File: src/rtl/fir_tap_sequencer.sv
// Tap sequencer for a time-multiplexed serial FIR (one shared MAC).
// Handshakes samples in, writes the circular sample RAM, walks all taps.
//
// Ports:
//   clock, i_reset      rising-edge clock, async active-low reset
//   i_valid, i_sample   input sample handshake (with o_ready)
//   i_clear             zero the sample buffer (honoured in IDLE only)
//   o_ready             a sample can be accepted this cycle
//   o_wr_en/addr/data   sample RAM write port
//   o_rd_addr           sample RAM read address (1-cycle latency)
//   o_coef_addr         coefficient ROM address (1-cycle latency)
//   o_mac_en, o_mac_clr MAC enable / load-instead-of-accumulate
//   o_out_valid         accumulator holds a finished output
//   o_drop              registered: sample offered while not ready
module fir_tap_sequencer #(
    parameter int NTAPS   = 16,
    parameter int NB_DATA = 8,
    parameter int NB_ADDR = $clog2(NTAPS)
) (
    input  logic               clock,
    input  logic               i_reset,
    input  logic               i_valid,
    input  logic [NB_DATA-1:0] i_sample,
    input  logic               i_clear,
    output logic               o_ready,
    output logic               o_wr_en,
    output logic [NB_ADDR-1:0] o_wr_addr,
    output logic [NB_DATA-1:0] o_wr_data,
    output logic [NB_ADDR-1:0] o_rd_addr,
    output logic [NB_ADDR-1:0] o_coef_addr,
    output logic               o_mac_en,
    output logic               o_mac_clr,
    output logic               o_out_valid,
    output logic               o_drop
);

    typedef enum logic [2:0] {
        S_INIT,
        S_CLEAR,
        S_IDLE,
        S_WRITE,
        S_MAC,
        S_DRAIN,
        S_DONE
    } state_t;

    localparam logic [NB_ADDR-1:0] LAST  = NB_ADDR'(NTAPS - 1);
    localparam logic [NB_ADDR-1:0] NT_A  = NB_ADDR'(NTAPS);
    localparam logic [NB_ADDR-1:0] ONE_A = NB_ADDR'(1);

    state_t             state;
    state_t             state_nxt;
    logic [NB_ADDR-1:0] k;
    logic [NB_ADDR-1:0] k_nxt;
    logic [NB_ADDR-1:0] wp;
    logic [NB_ADDR-1:0] wp_nxt;
    logic [NB_DATA-1:0] sample_q;
    logic [NB_DATA-1:0] sample_nxt;
    logic               drop_q;

    always_ff @(posedge clock or negedge i_reset) begin
        if (!i_reset) begin
            state    <= S_INIT;
            k        <= '0;
            wp       <= '0;
            sample_q <= '0;
            drop_q   <= 1'b0;
        end else begin
            state    <= state_nxt;
            k        <= k_nxt;
            wp       <= wp_nxt;
            sample_q <= sample_nxt;
            drop_q   <= i_valid && (state != S_IDLE);
        end
    end

    always_comb begin
        state_nxt  = state;
        k_nxt      = k;
        wp_nxt     = wp;
        sample_nxt = sample_q;
        case (state)
            S_INIT: begin
                state_nxt = S_CLEAR;
                k_nxt     = '0;
            end
            S_CLEAR: begin
                if (k == LAST) begin
                    state_nxt = S_IDLE;
                    k_nxt     = '0;
                    wp_nxt    = '0;
                end else begin
                    k_nxt = k + ONE_A;
                end
            end
            S_IDLE: begin
                // clear has priority; the offered sample is simply not taken
                if (i_clear) begin
                    state_nxt = S_CLEAR;
                    k_nxt     = '0;
                end else if (i_valid) begin
                    sample_nxt = i_sample;
                    state_nxt  = S_WRITE;
                end
            end
            S_WRITE: begin
                state_nxt = S_MAC;
                k_nxt     = '0;
            end
            S_MAC: begin
                if (k == LAST) begin
                    state_nxt = S_DRAIN;
                    k_nxt     = '0;
                end else begin
                    k_nxt = k + ONE_A;
                end
            end
            S_DRAIN: state_nxt = S_DONE;
            S_DONE: begin
                wp_nxt    = (wp == LAST) ? '0 : wp + ONE_A;
                state_nxt = S_IDLE;
            end
            default: state_nxt = S_INIT;
        endcase
    end

    always_comb begin
        o_wr_en     = 1'b0;
        o_wr_addr   = '0;
        o_wr_data   = '0;
        o_rd_addr   = '0;
        o_coef_addr = '0;
        o_mac_en    = 1'b0;
        o_mac_clr   = 1'b0;
        o_out_valid = 1'b0;
        unique case (1'b1)
            (state == S_CLEAR): begin
                o_wr_en   = 1'b1;
                o_wr_addr = k;
            end
            (state == S_WRITE): begin
                o_wr_en   = 1'b1;
                o_wr_addr = wp;
                o_wr_data = sample_q;
            end
            (state == S_MAC): begin
                // wp+NTAPS-k is < NTAPS when wp<k, so modular
                // NB_ADDR arithmetic yields the right address
                o_rd_addr   = (wp >= k) ? wp - k : wp + NT_A - k;
                o_coef_addr = k;
                // MAC trails its address by the 1-cycle read latency
                o_mac_en    = (k != '0);
                o_mac_clr   = (k == ONE_A);
            end
            (state == S_DRAIN): o_mac_en = 1'b1;
            (state == S_DONE):  o_out_valid = 1'b1;
            default: ;
        endcase
    end

    assign o_ready = (state == S_IDLE) && !i_clear;
    assign o_drop  = drop_q;

endmodule

File: config.mk
export PLATFORM = sky130hd
export DESIGN_NAME = fir_tap_sequencer
export DESIGN_NICKNAME = d
export VERILOG_FILES = /design/src/rtl/fir_tap_sequencer.sv
export SDC_FILE = /design/constraint.sdc
export NUM_CORES = 1
export LEC_CHECK = 0
export CAP_MARGIN = 25
export CORE_MARGIN = 1
export CORE_UTILIZATION = 50
export CTS_CLUSTER_DIAMETER = 60
export DETAILED_ROUTE_END_ITERATION = 8
export PLACE_DENSITY = 0.89
export REMOVE_ABC_BUFFERS = 1
export SYNTH_ARGS = -nofsm -noshare
export SYNTH_HDL_FRONTEND = slang
export SYNTH_SLANG_ARGS = --single-unit
File: constraint.sdc
create_clock -name clock -period 2.8 [get_ports clock]
set_clock_uncertainty 0.2 [all_clocks]
set_input_delay 0.42 -clock clock [delete_from_list [all_inputs] [get_ports clock]]
set_output_delay 0.42 -clock clock [all_outputs]
set_load 0.03 [all_outputs]
# ---- Word-level counts from Yosys, hierarchy flattened
# Cells that the tools add are included.
dict set report op_classes {
  n_addsub 3
  multipliers 0
  div 0
  order_cmp 0
  n_eq_ne 14
  n_shift 0
  mux 19
  bitwise 1
  reduce_logical 14
}
# op count
set op_table {}
lappend op_table {{$mux 4} 6}
lappend op_table {{$pmux 3 s7} 1}
lappend op_table {{$pmux 4 s2} 2}
lappend op_table {{$mux 3} 4}
lappend op_table {{$pmux 4 s3} 1}
lappend op_table {{$eq 3x3->1 const B} 3}
lappend op_table {{$add 4x1->4 const B} 2}
lappend op_table {{$eq 4x4->1 const B} 2}
lappend op_table {{$mux 8} 1}
lappend op_table {{$eq 3x2->1 const B} 2}
lappend op_table {{$ne 2x2->1 const B} 3}
lappend op_table {{$reduce_and 3->1} 2}
lappend op_table {{$reduce_or 2->1} 3}
lappend op_table {{$eq 4x1->1 const B} 1}
lappend op_table {{$reduce_and 2->1} 2}
lappend op_table {{$reduce_bool 4->1} 1}
lappend op_table {{$sub 4x4->4} 1}
lappend op_table {{$eq 3x1->1 const B} 1}
lappend op_table {{$logic_not 3->1} 1}
lappend op_table {{$mux 1} 3}
lappend op_table {{$ne 3x2->1 const B} 1}
lappend op_table {{$ne 3x3->1 const B} 1}
lappend op_table {{$reduce_bool 3->1} 1}
lappend op_table {{$logic_and 1x1->1} 2}
lappend op_table {{4 further kinds} 4}
dict set report word_totals {
  register_bits 20
  latchBits 0
  ramBits 0
  mem_bits_ro 0
  out_inout_bits 26
  memories 0
}

# ---- Depth between registers and ports, before layout
# Gate-level depths: netlist of run 1.
dict set report depth {
  depth_word 4
  depth_mapped 6
  mapped_depth_nobuf 6
}

# ---- Worst setup path after synthesis of run 1
# Ideal clock, no wire load.
dict set report synth_timing {
  path_kind {register to output}
  start {register wp[0]}
  end {output o_rd_addr[2]}
  t_arrival_ns 1.821
  required_ns 2.180
  path_slack_ns 0.359
  path_stages_with_launch 7
  path_buffers 0
  path_cell_list {dfrtp_1 inv_1 ha_1 inv_1 fa_1 xnor2_1 nor3_1}
}
dict set report synth_between {
  elab_chain_len 2
}
# item line
set synth_lines {}
lappend synth_lines {{start: declaration} 55} ;# logic [NB_ADDR-1:0] wp;
lappend synth_lines {{start signal: assignment} 71} ;# wp <= wp_nxt;
lappend synth_lines {{$sub 4x4->4} 149} ;# o_rd_addr = (wp >= k) ? wp - k : wp + NT_A - k;
lappend synth_lines {{$mux 4} 136} ;# unique case (1'b1)
lappend synth_lines {{end: declaration} 29} ;# output logic [NB_ADDR-1:0] o_rd_addr,
# No other way between the ends.

# ---- Worst setup path in the final report of run 1
dict set report layout_timing {
  start {register state[2]}
  end {output o_wr_data[3]}
}
dict set report layout_between {
  elab_chain_len 2
}
# item line
set layout_lines {}
lappend layout_lines {{start: declaration} 51} ;# state_t state;
lappend layout_lines {{start signal: assignment} 69} ;# state <= state_nxt;
lappend layout_lines {{$eq 3x2->1} 141} ;# (state == S_WRITE): begin
lappend layout_lines {{$mux 8} 136}
lappend layout_lines {{end: declaration} 28} ;# output logic [NB_DATA-1:0] o_wr_data,
# No other way between the ends.

==> flow_summary.json, run 1 <==
{
  "outcome": "complete, no violations",
  "cts_tree": "yes",
  "cts_buffers": 3,
  "gp_congestion": 0.779,
  "drtIter0Drc": 47,
  "dp_hpwl_um": 2460,
  "wl_met1_um": 1490,
  "yosysTopAreaCellShare_pct": 37.7,
  "clock_sinks": 20,
  "final_common_cell": "clkdlybuf4s50_1",
  "routedWlPerCell_um": 16.3,
  "hold_path_class": "in -> async",
  "slew_headroom_pct": 75.7,
  "clk_transition_reported_paths_ns": 0.13,
  "netlist-cell-type-count": 43,
  "r2r_start": "state[1]",
  "postSynth.asyncResetShare_pct": 100,
  "ys_seq_area_share_pct": 37.7,
  "wl_met3_um": 176,
  "power_mw": 1.85,
  "grt_use_total_pct": 25.7,
  "crit_family": "buffers and inverters",
  "hold_viol_final": 0,
  "syn_to_final_growth_pct": 37.9,
  "grt_pass1_wl_um": 5240,
  "critical_path.max_fanout": 10,
  "synthCells": 138,
  "cp_slowest_cell": "clkdlybuf4s50_1",
  "nets": 203,
  "drv_cap": 0,
  "cts_htree_levels": 1,
  "ys_seq_elements": 20,
  "synth.avg_cell_area_um2": 9.63,
  "irDropWorstVdd_mv": 0.563,
  "required_ns": 2.18,
  "fillers": 175,
  "worstRegToRegCells": 5,
  "dr.max_layer_used": "met4",
  "cp_cell_sequence": "or2b_4 > clkinv_1 > and3_1 > clkdlybuf4s50_1",
  "portBuffers": 37,
  "final_antenna_net_count": 0,
  "setup-tns-final_ns": 0,
  "num_antenna_cells": 0,
  "worst_path_largest_cell_delay_ns": 0.66,
  "r2r_setup_slack_ns": 0.93,
  "crit_path_end_kind": "primary output",
  "dr.pass1.iters": 4,
  "min_period_ns": 2.74,
  "post_cts_buffers": 0,
  "timing.fmax_mhz": 365,
  "drc": 0,
  "finalCritPeriodShare_pct": 98.0,
  "total_leakage_power_nw": 0.969,
  "cts_root_buf": "clkbuf_4",
  "worst_pin_slew_ns": 0.365,
  "cp-start-kind": "register",
  "gr-total-overflow": 0,
  "die_w_um": 53.6,
  "placementRows": 18,
  "die-area_um2": 2870,
  "initial_core_util_pct": 53.2,
  "arrival_ns": 2.12,
  "setup_viol_count_final": 0,
  "layout_common_cells": "clkdlybuf4s50_1 (25), dfrtp_1 (19), nor2_1 (11), buf_4 (11)",
  "worstSetupStartpoint": "state[2]",
  "clk_latency_ns": 0.32,
  "core_area_um2": 2500,
  "grt_pass1_vias": 1101,
  "wl_met2_um": 1780,
  "via_per_inst": 5.79,
  "drv_slew": 0,
  "synth_edf_count": 0,
  "path_buf_inv": 2,
  "rsz0062_at_grt": "no",
  "grt_max_degree": 21,
  "synth_flop_cell": "dfrtp_1",
  "r2r_end": "sample_q[0]",
  "yosys_warnings": 0,
  "critPathKind": "reg -> out",
  "yosys.area.top_type": "dfrtp_1",
  "synth.area.top_cells": "dfrtp_1 (38%), mux2_2 (6.8%), ha_1 (6.6%)",
  "drive_gt1_share_pct": 15.4,
  "grt_antenna_before_repair": 0,
  "wirelength_um": 3470,
  "syn_area_um2": 1330,
  "dr_total_vias": 1228,
  "p_per_area_nw_per_um2": 1010,
  "io_pins": 38,
  "cts_buffer_depth": 2,
  "die-height_um": 53.6
}
kinds of logic after synthesis:
group	after synthesis	share of synthesized area, %
buffers and inverters	18	6.03
multiplexers	13	10.5
AND/OR/NAND/NOR	47	21.6
flip-flops	20	37.7
XOR/XNOR	3	1.98
adder cells (fa/ha/maj)	8	8.10
AO/OA/AOI/OAI	29	14.1
worst max-delay path by stage:
| stage | endpoint | slack, ns | cells past startpoint |
|---|---|---|---|
| floorplan | o_rd_addr[2] | 0.36 | 6 |
| global placement | o_rd_addr[3] | 0.19 | 7 |
| detailed placement | o_rd_addr[3] | 0.1 | 7 |
| CTS | o_rd_addr[3] | 0.01 | 7 |
| global route | o_wr_data[3] | 0.008 | 4 |
| finish | o_wr_data[3] | 0.06 | 4 |
state kept, by name, summed over array words and instances (netlist names):
name,count
sample_q,8
k,4
wp,4
state,3
o_drop,1
worst reg2reg max path, delay by kind of cell, from the launching register on:
| family | cells | cell delay, ns |
|---|---|---|
| buffers and inverters | 2 | 0.39 |
| DFF | 1 | 0.42 |
| and+or+nand+nor | 2 | 0.47 |
| muxes | 1 | 0.30 |
metal layers:
metal,GRT usage [%],vias to the layer above
met5,0,-
met4,8.77,0
met3,3.67,3
met2,41.7,44
met1,35.0,603
li1,-,578
synth_stat cells, drive strengths merged, types with 3 or more instances:
master	n
o21ai	9
nor3	7
dfrtp	20
nand3	4
inv	10
nor2	11
clkbuf	3
a21oi	5
and3	10
mux2i	5
xnor2	3
ha	7
mux2	8
buf	4
layout make-up:
class	count	area [um2]	share of cell area, %
tap	30	37.5	2.05
clock inverter	1	30.0	1.64
clock buffer	3	22.5	1.23
inverter	11	41.3	2.25
sequential	20	502	27.4
timing repair buffer	47	452	24.6
multi-input combinational	100	748	40.8
per-stage QoR:
step	instances	setup slack, ns	cell area, um2	utilization [%]	hold slack, ns
after floorplan	131	0.359	1290	-	-0.0756
after global placement	208	0.187	1770	70.8	0.280
after detailed placement	208	0.0974	1770	70.8	0.290
after CTS	212	0.00989	1820	72.8	0.233
after global routing	212	0.00803	1830	73.3	0.239
final	212	0.0569	1830	73.3	0.221
power by group:
part,internal (mW),switching [mW]
logic,0.473,0.628
clock network,0.145,0.102
registers,0.406,0.0911
repair_timing:
| item | in CTS | in global routing |
|---|---|---|
| setup endpoints to repair | 7 | 8 |
| gates resized for setup | 5 | 9 |
| hold buffers | 0 | 0 |
(Power assumes the default switching activity.)
==> inputs of run 2 (changes only) <==
--- a/config.mk
+++ b/config.mk
@@ -12,6 +12,7 @@
 export DETAILED_ROUTE_END_ITERATION = 8
 export PLACE_DENSITY = 0.89
 export REMOVE_ABC_BUFFERS = 1
+export SETUP_SLACK_MARGIN = 0.05
 export SYNTH_ARGS = -nofsm -noshare
 export SYNTH_HDL_FRONTEND = slang
 export SYNTH_SLANG_ARGS = --single-unit
==> flow_summary.json, run 2 (same netlist as run 1, synthesis figures left out) <==
{
  "r2r_start": "state[1]",
  "grt_pass1_vias": 1101,
  "drive_gt1_share_pct": 15.4,
  "r2r_setup_slack_ns": 0.91,
  "dr.max_layer_used": "met4",
  "grt_pass1_wl_um": 5240,
  "cts_tree": "yes",
  "drc": 0,
  "final_cells": 212,
  "required_ns": 2.18,
  "wl_met1_um": 1500,
  "drv_slew": 0,
  "min_period_ns": 2.65,
  "wl_met2_um": 1740,
  "path_depth": 7,
  "setup-tns-final_ns": 0,
  "cp-start-kind": "register",
  "cp_cell_sequence": "inv_1 > ha_1 > inv_1 > fa_1 > xnor2_1 > nor3_1 > dlygate4sd2_1",
  "placementRows": 18,
  "dp_hpwl_um": 2460,
  "wl_met3_um": 194,
  "die-area_um2": 2870,
  "dr_total_vias": 1222,
  "syn_to_final_growth_pct": 37.0,
  "r2r_end": "sample_q[0]",
  "irDropWorstVdd_mv": 0.563,
  "gr-total-overflow": 0,
  "crit_end": "o_rd_addr[2]",
  "critPathKind": "reg -> out",
  "total_leakage_power_nw": 0.933,
  "dr.pass1.iters": 4,
  "slew_headroom_pct": 75.7,
  "cp_slowest_cell": "dlygate4sd2_1",
  "timing.fmax_mhz": 377,
  "outcome": "complete, no violations",
  "initial_core_util_pct": 53.2,
  "fin_util_pct": 72.8,
  "grt_max_degree": 21,
  "crit_family": "buffers and inverters",
  "final_antenna_net_count": 0,
  "worst_path_largest_cell_delay_ns": 0.42,
  "path_buf_inv": 3,
  "clk_transition_reported_paths_ns": 0.13,
  "hold_viol_final": 0,
  "finalCritPeriodShare_pct": 94.7,
  "placedCellCount": 208,
  "cts_root_buf": "clkbuf_4",
  "via_per_inst": 5.76,
  "worstSetupStartpoint": "wp[0]",
  "num_antenna_cells": 0,
  "layout_common_cells": "clkdlybuf4s50_1 (24), dfrtp_1 (19), nor2_1 (11), buf_4 (11)",
  "drv_cap": 0,
  "clock_sinks": 20,
  "top_register": "sample_q",
  "largest_reg_flops": 8,
  "post_cts_buffers": 0,
  "io_pins": 38,
  "worst_pin_slew_ns": 0.363,
  "wirelength_um": 3440,
  "cts_buffers": 3,
  "die_w_um": 53.6,
  "crit_top_cell": "inv_1",
  "core_area_um2": 2500,
  "cts_buffer_depth": 2,
  "routedWlPerCell_um": 16.2,
  "arrival_ns": 2.03,
  "worstRegToRegCells": 5,
  "grt_use_total_pct": 25.7,
  "grt_antenna_before_repair": 0,
  "setup_viol_count_final": 0,
  "die-height_um": 53.6,
  "cts_hold_buf": 0,
  "crit_path_end_kind": "primary output",
  "drtIter0Drc": 49,
  "reg_top3": "sample_q (8), k (4), wp (4)",
  "p_per_area_nw_per_um2": 1010,
  "critical_path.max_fanout": 2,
  "rsz0062_at_grt": "no",
  "nets": 203,
  "cts_htree_levels": 1,
  "final_common_cell": "clkdlybuf4s50_1",
  "portBuffers": 37,
  "ctsResizeCount": 9,
  "gp_congestion": 0.779,
  "clk_latency_ns": 0.31,
  "hold_path_class": "in -> async"
}
==> run 2: cell count changes in the layout (fill, tap and decap cells not counted), sizes merged <==
| cell | delta |
|---|---|
| dlygate4sd2 | +4 |
| dlymetal6s2s | -3 |
| clkdlybuf4s50 | -1 |
==> run 2: power by group <==
| group | switching [mW] | leakage, nW | internal (mW) |
|---|---|---|---|
| Sequential | 0.0920 | 0.252 | 0.406 |
| Clock | 0.0998 | 0.0279 | 0.145 |
| Combinational | 0.623 | 0.653 | 0.468 |
| Total | 0.815 | 0.933 | 1.02 |
==> run 2: per-stage QoR <==
stage          setup slack [ns]  instance area (um2)  hold slack (ns)  power, mW
4_1_cts                 0.00989                 1810            0.233       1.83
6_report                  0.150                 1820            0.232       1.83
3_3_place_gp              0.187                 1770            0.280       1.55
2_1_floorplan             0.359                 1290          -0.0756       1.18
5_1_grt                  0.0577                 1820            0.232       1.96
3_5_place_dp             0.0974                 1770            0.290       1.60
==> run 2: how the worst min path moves through the flow <==
stage                 from     endpoint  slack, ns  cells after the start
6_report           i_reset       o_drop       0.23                      2
4_1_cts            i_reset       o_drop       0.23                      2
5_1_grt            i_reset       o_drop       0.23                      2
3_5_place_dp   sample_q[4]  sample_q[4]       0.29                      1
2_1_floorplan      i_reset         k[0]      -0.08                      0
3_3_place_gp   sample_q[0]  sample_q[0]       0.28                      1
==> run 2: routing by layer <==
metal	track usage (%)	vias up
met5	0	-
met4	8.77	0
met3	3.67	2
met2	41.7	51
met1	35.0	588
li1	-	581
==> run 2: final cells by class <==
type	count	area, um2
fill	179	679
inverter	11	41.3
tap	30	37.5
sequential	20	502
clock buffer	3	22.5
timing repair buffer	47	439
clock inverter	1	30.0
multi-input combinational	100	748
==> run 2: worst reg2reg max path, stage by stage (launching register included) <==
cell     delay (ns)
dfrtp_1        0.43
buf_4          0.22
inv_1          0.17
nor4_4         0.34
nand2_4        0.14
mux2_2         0.30
